==> config.mk <==
export PLATFORM = sky130hd
export DESIGN_NAME = blake2_msg_feeder
export DESIGN_NICKNAME = d
export VERILOG_FILES = /design/src/rtl/blake2_pkg.sv /design/src/rtl/blake2_block_buf.sv /design/src/rtl/blake2_msg_feeder.sv
export SDC_FILE = /design/constraint.sdc
export NUM_CORES = 1
export LEC_CHECK = 0
export BUFFER_PORTS_ARGS = -buffer_cell sky130_fd_sc_hd__buf_2
export CAP_MARGIN = 10
export CORE_MARGIN = 2
export CORE_UTILIZATION = 57
export DETAILED_ROUTE_END_ITERATION = 12
export GPL_TIMING_DRIVEN = 0
export PLACE_DENSITY = 0.82
export SLEW_MARGIN = 20
export SYNTH_ARGS = -nofsm -noshare
export SYNTH_HDL_FRONTEND = slang
export SYNTH_HIERARCHICAL = 1
export SYNTH_SLANG_ARGS = --single-unit
==> constraint.sdc <==
create_clock -name clk -period 9.4 [get_ports clk]
set_clock_uncertainty 0.1 [all_clocks]
set_input_delay 1.41 -clock clk [delete_from_list [all_inputs] [get_ports clk]]
set_output_delay 1.41 -clock clk [all_outputs]
set_load 0.02 [all_outputs]
==> src/rtl/blake2_pkg.sv <==
// Shared types and per-variant sizing for the blake2 message feeder.
// Variant helpers return block size, digest length and compression gap for blake2b / blake2s.
package blake2_pkg;

  typedef enum logic {VAR_B, VAR_S} variant_t;

  typedef enum logic [2:0] {
    S_IDLE  = 3'd0,
    S_FILL  = 3'd1,
    S_DRAIN = 3'd2,
    S_GAP   = 3'd3,
    S_RES   = 3'd4
  } state_t;

  function automatic int bb_of(input variant_t v);
    return (v == VAR_S) ? 64 : 128;
  endfunction

  function automatic int nn_of(input variant_t v);
    return (v == VAR_S) ? 32 : 64;
  endfunction

  // Core needs (R+1)*8+2 idle cycles after a block; R = 12 for b, 10 for s.
  function automatic int gap_of(input variant_t v);
    return (v == VAR_S) ? (10 + 1) * 8 + 2 : (12 + 1) * 8 + 2;
  endfunction

  function automatic int idx_w(input int bb);
    return $clog2(bb);
  endfunction

endpackage

==> src/rtl/blake2_block_buf.sv <==
// BB x 8 block storage; synchronous write, combinational padded read (bytes at or beyond fill read as 00).
// Zero read latency; no flow control of its own.
module blake2_block_buf
  import blake2_pkg::*;
#(
  parameter int  BB    = 128,
  localparam int IDX_W = idx_w(BB)
) (
  input  logic             clk,
  input  logic             wr_en,
  input  logic [IDX_W-1:0] wr_idx,
  input  logic [7:0]       wr_data,
  input  logic [IDX_W-1:0] rd_idx,
  input  logic [IDX_W:0]   fill,
  output logic [7:0]       rd_data
);

  logic [7:0] mem [BB];

  always_ff @(posedge clk) begin
    if (wr_en) begin
      mem[wr_idx] <= wr_data;
    end
  end

  assign rd_data = ({1'b0, rd_idx} < fill) ? mem[rd_idx] : 8'h00;

endmodule

==> src/rtl/blake2_msg_feeder.sv <==
// Packs a byte-stream message into zero-padded blocks for the blake2 core and re-frames its digest.
// s_ready_o drops while a block drains, through the inter-block gap and digest return; res_v_o has no backpressure.
module blake2_msg_feeder
  import blake2_pkg::*;
#(
  parameter int  BB         = bb_of(VAR_B),
  parameter int  NN         = nn_of(VAR_B),
  parameter int  GAP_CYCLES = gap_of(VAR_B),
  localparam int IDX_W      = idx_w(BB)
) (
  input  logic             clk,
  input  logic             reset,
  input  logic             s_valid_i,
  output logic             s_ready_o,
  input  logic [7:0]       s_data_i,
  input  logic             s_last_i,
  output logic             data_v_o,
  output logic [IDX_W-1:0] data_idx_o,
  output logic [7:0]       data_o,
  output logic             block_first_o,
  output logic             block_last_o,
  output logic [BB-1:0]    ll_o,
  output logic [7:0]       kk_o,
  output logic [7:0]       nn_o,
  input  logic             finished_i,
  input  logic [7:0]       h_i,
  output logic             res_v_o,
  output logic [7:0]       res_data_o,
  output logic             res_last_o,
  output logic             busy_o
);

  localparam int GAP_W = $clog2(GAP_CYCLES + 1);
  localparam int RES_W = (NN > 1) ? $clog2(NN) : 1;

  state_t           state, state_nxt;
  logic [IDX_W:0]   fill;
  logic [IDX_W-1:0] idx;
  logic [GAP_W-1:0] gap_cnt;
  logic [RES_W-1:0] res_cnt;
  logic [BB-1:0]    ll;
  logic             last_seen, first_pend, fin_d;
  logic             fill_full, idx_end, gap_end, res_end, acc;

  assign fill_full = (fill == (IDX_W+1)'(BB));
  assign idx_end   = (idx == IDX_W'(BB - 1));
  assign gap_end   = (gap_cnt == GAP_W'(GAP_CYCLES - 1));
  assign res_end   = (res_cnt == RES_W'(NN - 1));
  assign acc       = s_valid_i & s_ready_o;

  always_comb begin
    state_nxt  = state;
    s_ready_o  = 1'b0;
    data_v_o   = 1'b0;
    res_v_o    = 1'b0;
    res_last_o = 1'b0;
    case (state)
      S_IDLE: begin
        s_ready_o = 1'b1;
        if (s_valid_i) state_nxt = s_last_i ? S_DRAIN : S_FILL;
      end
      S_FILL: begin
        s_ready_o = ~fill_full;
        // A valid byte seen with a full buffer is held back as lookahead: more data follows.
        if (s_valid_i && (fill_full || s_last_i)) state_nxt = S_DRAIN;
      end
      S_DRAIN: begin
        data_v_o = 1'b1;
        if (idx_end) state_nxt = S_GAP;
      end
      S_GAP: begin
        if (gap_end) state_nxt = last_seen ? S_RES : S_FILL;
      end
      S_RES: begin
        res_v_o    = fin_d;
        res_last_o = fin_d & res_end;
        if (fin_d && res_end) state_nxt = S_IDLE;
      end
      default: state_nxt = S_IDLE;
    endcase
    if (reset) s_ready_o = 1'b0;
  end

  always_ff @(posedge clk) begin
    if (reset) begin
      state      <= S_IDLE;
      fill       <= '0;
      idx        <= '0;
      gap_cnt    <= '0;
      res_cnt    <= '0;
      ll         <= '0;
      last_seen  <= 1'b0;
      first_pend <= 1'b0;
      fin_d      <= 1'b0;
    end else begin
      state <= state_nxt;
      fin_d <= finished_i;
      if (acc) begin
        fill <= fill + 1'b1;
        if (state == S_IDLE) begin
          ll         <= BB'(1);
          first_pend <= 1'b1;
          last_seen  <= s_last_i;
        end else begin
          if (~&ll) ll <= ll + 1'b1;
          if (s_last_i) last_seen <= 1'b1;
        end
      end
      if (state == S_DRAIN) begin
        idx <= idx_end ? '0 : idx + 1'b1;
        if (idx_end) begin
          first_pend <= 1'b0;
          fill       <= '0;
        end
      end
      gap_cnt <= (state == S_GAP) ? gap_cnt + 1'b1 : '0;
      if (res_v_o) begin
        res_cnt <= res_end ? '0 : res_cnt + 1'b1;
        if (res_end) ll <= '0;
      end
    end
  end

  blake2_block_buf #(.BB(BB)) u_buf (
    .clk     (clk),
    .wr_en   (acc),
    .wr_idx  (fill[IDX_W-1:0]),
    .wr_data (s_data_i),
    .rd_idx  (idx),
    .fill    (fill),
    .rd_data (data_o)
  );

  assign data_idx_o    = idx;
  assign block_first_o = data_v_o & first_pend;
  assign block_last_o  = data_v_o & last_seen;
  assign ll_o          = ll;
  assign kk_o          = 8'h00;
  assign nn_o          = 8'(NN);
  assign res_data_o    = res_v_o ? h_i : 8'h00;
  assign busy_o        = (state != S_IDLE);

endmodule

==> out/qor.yml <==
status: "completed"
synth-async-reset-ratio: 0
tightest_slew_ns: 1.381
cts.sinks: 1186
portBuffers: 177
setup_viol: 0
final_net_count: 3406
cts_buffers: 112
fp.dieH_um: 295.9
drc_errors: 0
seq_area_um2: 33990
ys_ff_latch: 1186
track_usage: 0.3291
antenna_found_initial: 3
finalCriticalPeriod_ns: 6.786
totalPowerFinal_mw: 11.34
firstDrtPassIters: 6
drv_slew: 0
place_congestion: 1.064
grt_overflow: 0
hold_viol: 0
fill_cells: 5608
hold_ws_ns: 0.3746
grt_max_degree: 116
worst-path-max-fanout: 10
worst_slack_ns: 2.614
leakage_nw: 17.11
worstHoldPathCells: 2
grt_pass1_wl_um: 205800
cts_resized: 0
start_util: 0.5732
min_to: "res_cnt[1]"
rsz0062_at_grt: "no"
ir_worst_vdd_v: 0.0001638
syn_avg_cell_area_um2: 15.90
r2r_slack_ns: 3.78
holdBufCountCts: 0
synth_top_area_frac: 0.6331
crit_required_ns: 7.89
htree_levels: 3
yosys_warnings: 6
routed_wl_um: 143400
clock.fmax_mhz: 147.4
core_um2: 84750
clk_pin_slew_worst_paths_ns: 0.06
netlist_instances: 3055
synth_ff_type: "edfxtp_1"
fp-row-count: 107
drt_iter0_markers: 4850
synth.yosys.seq_area_share: 0.6998
fin_setup_tns_ns: 0
netlist.top_cell.by_area: "edfxtp_1"
synth_edf_count: 1024
grt_pass1_vias: 30191
power_density_nw_per_um2: 206.1
dp.cells: 4401
min_from: "res_cnt[1]"
drv_cap: 0
cts_tree: "built"
r2r-start: "fill[4]"
layout-drive-gt1-share: 0.1925
dieWidth_um: 295.9
detail-route-antenna-nets: 0
period_share: 0.7219
io_pins: 195
viasPerCell: 6.809
cp-start-kind: "flip-flop"
relSlewSlack: 0.07922
cts_root_buffer: "clkbuf_16"
dp_hpwl_um: 93100
dieArea_um2: 87570
ys_types: 63
stdcell_count: 4610
critPathKind: "reg -> out"
clock_latency_ns: 0.69
cp-end-kind: "output port"
hp-class: "reg -> reg"
wl_per_cell_um: 31.11
ys_top_cells_by_area: "edfxtp_1, mux4_2, dfxtp_1"
rr_worst_depth: 10
worstPathArrival_ns: 5.28
post_cts_buffers: 0
vias: 31391
synth_most_common_cell: "edfxtp_1"
cts_buffer_depth: 3
synthTopCellsByCount: "edfxtp_1, nor2_1, mux4_2"
r2r-end: "u_buf/mem[108][4]"
dp_slack_ns: 2.984
multi_input_area_um2: 13660
synthesis.area_um2: 48570
synthToLayoutAreaGrowth_pct: 13.22
## final cells by class
| type | instances | area share |
|---|---|---|
| Sequential cell | 1186 | 0.6181 |
| Multi-Input combinational cell | 1683 | 0.2483 |
| Clock buffer | 130 | 0.05237 |
| Tap cell | 1144 | 0.02603 |
| Timing Repair Buffer | 189 | 0.02157 |
| Buffer | 174 | 0.01697 |
| Clock inverter | 77 | 0.01481 |
| Inverter | 26 | 0.001775 |
| Antenna cell | 1 | 0.00004550 |
## flip-flops by register name (all words and copies together) (netlist names)
register / flops
data_idx_o: 7
res_cnt: 6
ll_o: 128
state: 3
fill: 8
last_seen: 1
u_buf/mem: 1024
gap_cnt: 7
first_pend: 1
fin_d: 1
## cell families (layout without fill, tap and decap cells)
family | Yosys count | in the layout | share of synthesized area
buf+inv | 200 | 596 | 0.02115
other cells | 2 | 17 | 0.0001546
compound gates | 278 | 278 | 0.03874
xor+xnor | 118 | 118 | 0.02128
mux | 324 | 324 | 0.1202
simple gates | 934 | 934 | 0.09533
fa+ha+maj | 13 | 13 | 0.003349
flops | 1186 | 1186 | 0.6998
## worst max-delay path by stage
| stage | startpoint | end | slack, ns | depth (start not counted) |
|---|---|---|---|---|
| after floorplan | reset | u_buf/mem[30][0] | 5.10 | 10 |
| after global placement | reset | u_buf/mem[70][2] | 3.02 | 10 |
| after detailed placement | reset | u_buf/mem[22][5] | 2.98 | 10 |
| after CTS | data_idx_o[1] | data_o[6] | 2.98 | 9 |
| after global routing | data_idx_o[1] | data_o[6] | 2.72 | 9 |
| final | data_idx_o[1] | data_o[6] | 2.61 | 9 |
## critical path, stage by stage (launching register included)
cell and delay [ns]:
dfxtp_1 0.45, buf_2 0.37, buf_2 0.44, buf_1 0.87, mux4_2 0.41, o22ai_1 0.08
o21ai_0 0.92, o211ai_1 0.25, o22ai_1 0.50, buf_2 0.27
## routing by layer
layer / wire length (µm) / global-route usage / vias to the layer above
met5: 76 / 0 / -
met4: 9933 / 0.1966 / 6
met3: 18190 / 0.08454 / 590
met2: 67000 / 0.5158 / 2519
met1: 48220 / 0.4171 / 15594
li1: - / - / 12682
## through the flow
step | utilization | instance area, µm²
after floorplan | - | 48630
after global placement | 0.6011 | 50940
after detailed placement | 0.6051 | 51280
after CTS | 0.6487 | 54970
after global routing | 0.6489 | 54990
final | 0.6490 | 55000
## power by group
| part | leakage, nW | internal [mW] | switching, mW |
|---|---|---|---|
| Sequential | 10.5 | 5.72 | 0.00989 |
| Combinational | 4.80 | 0.391 | 0.644 |
| Clock | 1.80 | 2.57 | 2.00 |
| Total | 17.1 | 8.68 | 2.66 |
## layout by cell type (no fill, tap or decap), drive strengths merged, types with 33 or more instances in the layout
cell type / instances
inv: 33
edfxtp: 1024
nor4: 42
nor3: 104
a22oi: 69
mux4: 207
clkbuf: 227
xnor2: 93
clkinv: 50
mux2i: 114
nand4: 74
dfxtp: 162
nand3: 128
nor2: 295
o21ai: 45
nand2: 128
buf: 266
a21oi: 57
(Power assumes the default switching activity.)
